[config.mk]
export PLATFORM = sky130hd
export DESIGN_NAME = regfile_mp
export DESIGN_NICKNAME = d
export VERILOG_FILES = /design/src/rtl/rv_pkg.sv /design/src/rtl/regfile_sb.sv /design/src/rtl/regfile_mp.sv
export SDC_FILE = /design/constraint.sdc
export NUM_CORES = 2
export LEC_CHECK = 0
export BUFFER_PORTS_ARGS = -buffer_cell sky130_fd_sc_hd__clkbuf_2
export CORE_ASPECT_RATIO = 2
export CORE_MARGIN = 10
export CORE_UTILIZATION = 40
export DETAILED_ROUTE_END_ITERATION = 8
export PLACE_DENSITY_LB_ADDON = 0.2
export SLEW_MARGIN = 5
export SYNTH_ARGS = -nofsm -noshare
export SYNTH_HDL_FRONTEND = slang
export SYNTH_SLANG_ARGS = --single-unit
[constraint.sdc]
create_clock -name clk -period 3.5 [get_ports clk]
set_input_delay 0.525 -clock clk [delete_from_list [all_inputs] [get_ports clk]]
set_output_delay 0.525 -clock clk [all_outputs]
set_load 0.02 [all_outputs]
[src/rtl/rv_pkg.sv]
// Shared constants and FSM state encoding for the multi-port register file.
package rv_pkg;

    localparam int unsigned XLEN_DEF  = 32;
    localparam int unsigned NREGS_DEF = 32;

    typedef enum logic {
        RF_CLEAR = 1'b0,
        RF_READY = 1'b1
    } rf_state_e;

endpackage

[src/rtl/regfile_sb.sv]
// Pending-write scoreboard: one bit per register, set by claims, cleared by
// committed writes, with optional same-cycle clear forwarding on the lookups.
module regfile_sb
    import rv_pkg::*;
#(
    parameter int unsigned NREGS  = NREGS_DEF,
    parameter int unsigned BYPASS = 1,
    localparam int unsigned IW    = $clog2(NREGS)
) (
    input  logic          clk,
    input  logic          rst,
    input  logic          busy,
    input  logic          wr_v,
    input  logic [IW-1:0] wr_idx,
    input  logic          claim_v,
    input  logic [IW-1:0] claim_idx,
    input  logic [IW-1:0] rs1_idx,
    input  logic [IW-1:0] rs2_idx,
    output logic          rs1_pend,
    output logic          rs2_pend
);

    logic [NREGS-1:0] pend_q;
    logic [NREGS-1:0] pend_d;
    logic [NREGS-1:0] fwd_clr;

    // Claim is applied after the write clear so a same-cycle claim wins.
    always_comb begin
        pend_d = pend_q;
        if (wr_v) begin
            pend_d[wr_idx] = 1'b0;
        end
        if (claim_v) begin
            pend_d[claim_idx] = 1'b1;
        end
        pend_d[0] = 1'b0;
    end

    always_ff @(posedge clk) begin
        if (rst) begin
            pend_q <= '0;
        end else begin
            pend_q <= pend_d;
        end
    end

    // Lookups hide a bit the same-cycle write is about to clear, unless re-claimed.
    always_comb begin
        fwd_clr = '0;
        if (BYPASS != 0 && wr_v && !(claim_v && claim_idx == wr_idx)) begin
            fwd_clr[wr_idx] = 1'b1;
        end
    end

    assign rs1_pend = !busy && pend_q[rs1_idx] && !fwd_clr[rs1_idx];
    assign rs2_pend = !busy && pend_q[rs2_idx] && !fwd_clr[rs2_idx];

endmodule

[src/rtl/regfile_mp.sv]
// Two-read/one-write register file with write forwarding, pending scoreboard
// and a post-reset clear sequence that zeroes one register per cycle.
module regfile_mp
    import rv_pkg::*;
#(
    parameter int unsigned XLEN   = XLEN_DEF,
    parameter int unsigned NREGS  = NREGS_DEF,
    parameter int unsigned BYPASS = 1,
    localparam int unsigned IW    = $clog2(NREGS)
) (
    input  logic            clk,
    input  logic            rst,
    input  logic [IW-1:0]   rs1_idx,
    input  logic [IW-1:0]   rs2_idx,
    output logic [XLEN-1:0] rs1_data,
    output logic [XLEN-1:0] rs2_data,
    output logic            rs1_pend,
    output logic            rs2_pend,
    input  logic            we,
    input  logic [IW-1:0]   rd_idx,
    input  logic [XLEN-1:0] rd_data,
    input  logic            claim_en,
    input  logic [IW-1:0]   claim_idx,
    output logic            busy
);

    rf_state_e       state_q;
    rf_state_e       state_d;
    logic [IW-1:0]   clr_cnt_q;
    logic [IW-1:0]   clr_cnt_d;
    logic            clr_we;
    logic            wr_v;
    logic            claim_v;
    logic [XLEN-1:0] regs [NREGS];

    assign busy    = (state_q == RF_CLEAR);
    assign wr_v    = we && !busy && (rd_idx != '0);
    assign claim_v = claim_en && !busy && (claim_idx != '0);

    always_comb begin
        state_d   = state_q;
        clr_cnt_d = clr_cnt_q;
        clr_we    = 1'b0;
        case (state_q)
            RF_CLEAR: begin
                clr_we = 1'b1;
                if (clr_cnt_q == IW'(NREGS - 1)) begin
                    state_d   = RF_READY;
                    clr_cnt_d = '0;
                end else begin
                    clr_cnt_d = clr_cnt_q + IW'(1);
                end
            end
            RF_READY: begin
                state_d = RF_READY;
            end
            default: begin
                state_d = RF_CLEAR;
            end
        endcase
    end

    always_ff @(posedge clk) begin
        if (rst) begin
            state_q   <= RF_CLEAR;
            clr_cnt_q <= '0;
        end else begin
            state_q   <= state_d;
            clr_cnt_q <= clr_cnt_d;
        end
    end

    // Storage has no reset; the clear sequence is the only zeroing path.
    always_ff @(posedge clk) begin
        if (clr_we) begin
            regs[clr_cnt_q] <= '0;
        end else if (wr_v) begin
            regs[rd_idx] <= rd_data;
        end
    end

    always_comb begin
        rs1_data = '0;
        rs2_data = '0;
        if (!busy && rs1_idx != '0) begin
            rs1_data = (BYPASS != 0 && wr_v && rd_idx == rs1_idx) ? rd_data : regs[rs1_idx];
        end
        if (!busy && rs2_idx != '0) begin
            rs2_data = (BYPASS != 0 && wr_v && rd_idx == rs2_idx) ? rd_data : regs[rs2_idx];
        end
    end

    regfile_sb #(
        .NREGS  (NREGS),
        .BYPASS (BYPASS)
    ) u_sb (
        .clk       (clk),
        .rst       (rst),
        .busy      (busy),
        .wr_v      (wr_v),
        .wr_idx    (rd_idx),
        .claim_v   (claim_v),
        .claim_idx (claim_idx),
        .rs1_idx   (rs1_idx),
        .rs2_idx   (rs2_idx),
        .rs1_pend  (rs1_pend),
        .rs2_pend  (rs2_pend)
    );

endmodule

==> results by group <==
Synthesis
  • Area leader, netlist: edfxtp_1
  • EDFF count, synth: 1024
  • Synth cell count leaders: edfxtp_1 (1024), mux4_2 (514), nand2_1 (155)
  • Syn_area_per_cell: 18.5 um2
  • Top FF cell, synth: edfxtp_1
  • Mapped cell area: roughly 50000 um2
  • Post-Syn Nets: between 2000 and 3000
  • Post-synthesis sequential area ratio: 0.630
  • Synth unique cells: 55
  • Most numerous cell in the Yosys netlist: edfxtp_1
  • Synth top area share: 0.615
  • Ys async rst share: 0
  • Cells after synthesis: 2705
  • Yosys warnings: 0
  • Main area contributors after synthesis: edfxtp_1 (62%), mux4_2 (23%), mux2i_1 (2.0%)
  • Flops & latches, synth: about 1100

Place
  • Placed cell area: between 50000 and 60000 um2
  • I/O Buffers: 122
  • Hpwl dp: around 120000 um
  • Routability cong.: 0.852

STA
  • Max-slew violation count: 0
  • Period utilization: 0.979
  • Hold slack: 0.241 ns
  • Rel. slew slack: 0.250
  • Final hold vios: 0
  • Least-Margin Pin Slew: approximately 1.1 ns
  • Total negative slack: 0 ns
  • Worst Skew: 0.0259 ns
  • RSZ-0062 raised after global routing: false
  • Max Freq: about 300 MHz
  • Fin crit period: between 3 and 4 ns
  • # setup viols final: 0

Clock tree
  • CTS tree: done
  • Clk pin slew, worst setup/hold paths: roughly 0.060 ns
  • Clk_lat worst skew: between 0.7 and 0.8 ns
  • Setup Fix Bufs, Post-CTS: 0
  • Root Driver: clkbuf_16
  • Sink Count: 1061
  • Max clock buf depth: 3
  • Cts bufs inserted: a little under 100
  • CTS hold repair buffers: 0
  • CTS H-tree depth: 3

Run status
  • Status: finished clean

Route
  • Number of routed nets with antenna violations: 0
  • DRT Pass-1 Iters: 6
  • Met2 WL: 93300 um
  • Top layer in use: met4
  • Number of remaining DRC errors: 0
  • Vias: between 30000 and 40000
  • Final WL: roughly 180000 um
  • Met3 WL: between 10000 and 15000 um
  • DRT met1 WL: just over 60000 um
  • 1st-iter DRT viols: ~3000
  • Drt wl/cell: 37.2 um
  • Post-DR vias/cell: ~6.5

Critical path
  • Max FO, Critical Path: 10
  • Critical path's largest stage delay: 0.71 ns
  • Worst Setup End Kind: output pin
  • Worst path required time: ~3.0 ns
  • Critical path's slowest cell: nor4_1
  • CP Buf/Inv Count: 4
  • Worst R2R Start: state_q
  • Crit-path cells: clkbuf_2 > buf_4 > nor2b_1 > nand2_1 > o22ai_1 > buf_4 > nor4_1 > a22o_1 > clkbuf_2
  • Critical path startpoint: rs1_idx[3]
  • Crit path launch type: primary input
  • Arrival time worst endpoint: 2.90 ns
  • Crit Path Class: primary input to output pin
  • Cell family with most CP delay: simple AND/OR/NAND/NOR gates

GRT
  • GR Util All Layers: 0.249
  • Grt total ovfl: 0
  • Vias in the first global route: 32800
  • Initial antenna violation count: 2
  • Largest net degree at the start of global routing: 54
  • Global-route wire length before repair: 249000 um

Die
  • Core box area: around 120000 um2
  • Die Span Y: between 500 and 600 um
  • Top-level I/O count: ~120
  • Die area: 140000 um2
  • Rows: about 180
  • Starting density of the core: 0.402
  • Die extent in x: roughly 270 um

Final layout
  • Share of cells above drive strength 1: 0.377
  • Area grow syn2layout: 17.3%
  • Final net count: 3088
  • # fillers: 10400
  • Design area: approximately 59000 um2

Power and ir drop
  • Static Leakage: 20.5 nW
  • Peak VDD IR: a little under 0.0004 V
  • Pwr Density: 464 nW/um2

Hold path
  • HP Start: rd_data[28]
  • Min-delay worst type: primary input to flip-flop

Job
  • Max-Cap Viols: 0
## through the flow
| step | cells | util | total power, mW | worst slack [ns] |
|---|---|---|---|---|
| final | 4776 | 0.471 | 27.2 | 0.0744 |
| after global routing | 4775 | 0.471 | 27.9 | 0.0209 |
| after CTS | 4774 | 0.471 | 27.3 | 0.00151 |
| after detailed placement | 4596 | 0.445 | 16.5 | -0.259 |
| after global placement | 4596 | 0.445 | 16.4 | -0.211 |
| after floorplan | 2705 | - | 15.5 | 0.00303 |
## cell families after synthesis
kind of cell | after synthesis | synth area share
AOI/OAI and AO/OA | 359 | 0.0475
adders and majority gates | 2 | 0.000501
buffers and inverters | 223 | 0.0244
and+or+nand+nor | 417 | 0.0400
muxes | 628 | 0.255
xor gates and xnor gates | 15 | 0.00263
DFF | 1061 | 0.630
## registers in the layout (all words and copies together), names as in the netlist
signal,cells
clr_cnt_q,5
u_sb.pend_q,31
regs,1024
state_q,1
## what timing repair did
| item | 4_1_cts | 5_1_grt |
|---|---|---|
| endpoints found under the hold margin | 0 | 0 |
| endpoints found under the setup margin | 4 | 8 |
| pin swaps | 0 | 0 |
| gates resized for setup | 4 | 4 |
## report_power, final
group	internal (mW)	total, mW	switching [mW]	leakage [nW]
combinational	0.971	2.28	1.31	7.98
sequential	13.9	13.9	0.0605	11.0
clock	6.04	11.0	4.95	1.55
total	20.9	27.2	6.32	20.5
## path summary, 6_finish.rpt
check	depth (start not counted)	slack, ns	to
max	9	0.07	rs1_data[28]
min reg2reg	2	0.50	u_sb.pend_q[18]
max reg2reg	7	0.86	regs[19][5]
min	2	0.24	regs[0][28]
## layer usage
layer	vias to the layer above	global-route usage
met3	496	0.0352
met4	0	0.147
li1	12200	-
met2	1788	0.445
met1	16400	0.280
met5	-	0
## cell usage in the layout (no fill, tap or decap), types with 6 or more instances in the layout
master	n
a32o_1	12
mux2i_1	102
o21ai_0	36
nor2_4	32
nand2b_1	10
buf_4	229
clkbuf_16	99
clkinv_2	16
and2_1	35
nand2_1	155
nor2b_1	12
clkinv_1	15
a21oi_1	53
dfxtp_1	36
buf_12	88
clkinvlp_4	9
a22o_1	21
nor4_1	19
nor3_1	6
inv_1	7
mux4_2	514
nor2_1	44
o22ai_1	134
xor2_1	8
nand3b_1	7
a22oi_1	57
edfxtp_1	1024
clkbuf_2	116
mux2_2	12
xnor2_1	7
bufinv_16	11
clkbuf_1	17
nand3_1	54
## cell type report
type | instances | area (um2) | area share
clock inverter | 62 | 671 | 0.0114
antenna | 2 | 5.00 | 0.0000854
multi-input combinational | 1421 | 17600 | 0.300
clock buffer | 116 | 2540 | 0.0434
inverter | 7 | 26.3 | 0.000448
timing repair buffer | 442 | 4180 | 0.0713
sequential | 1061 | 31500 | 0.537
tap | 1665 | 2080 | 0.0356
Power figures use the tool's default switching activity.
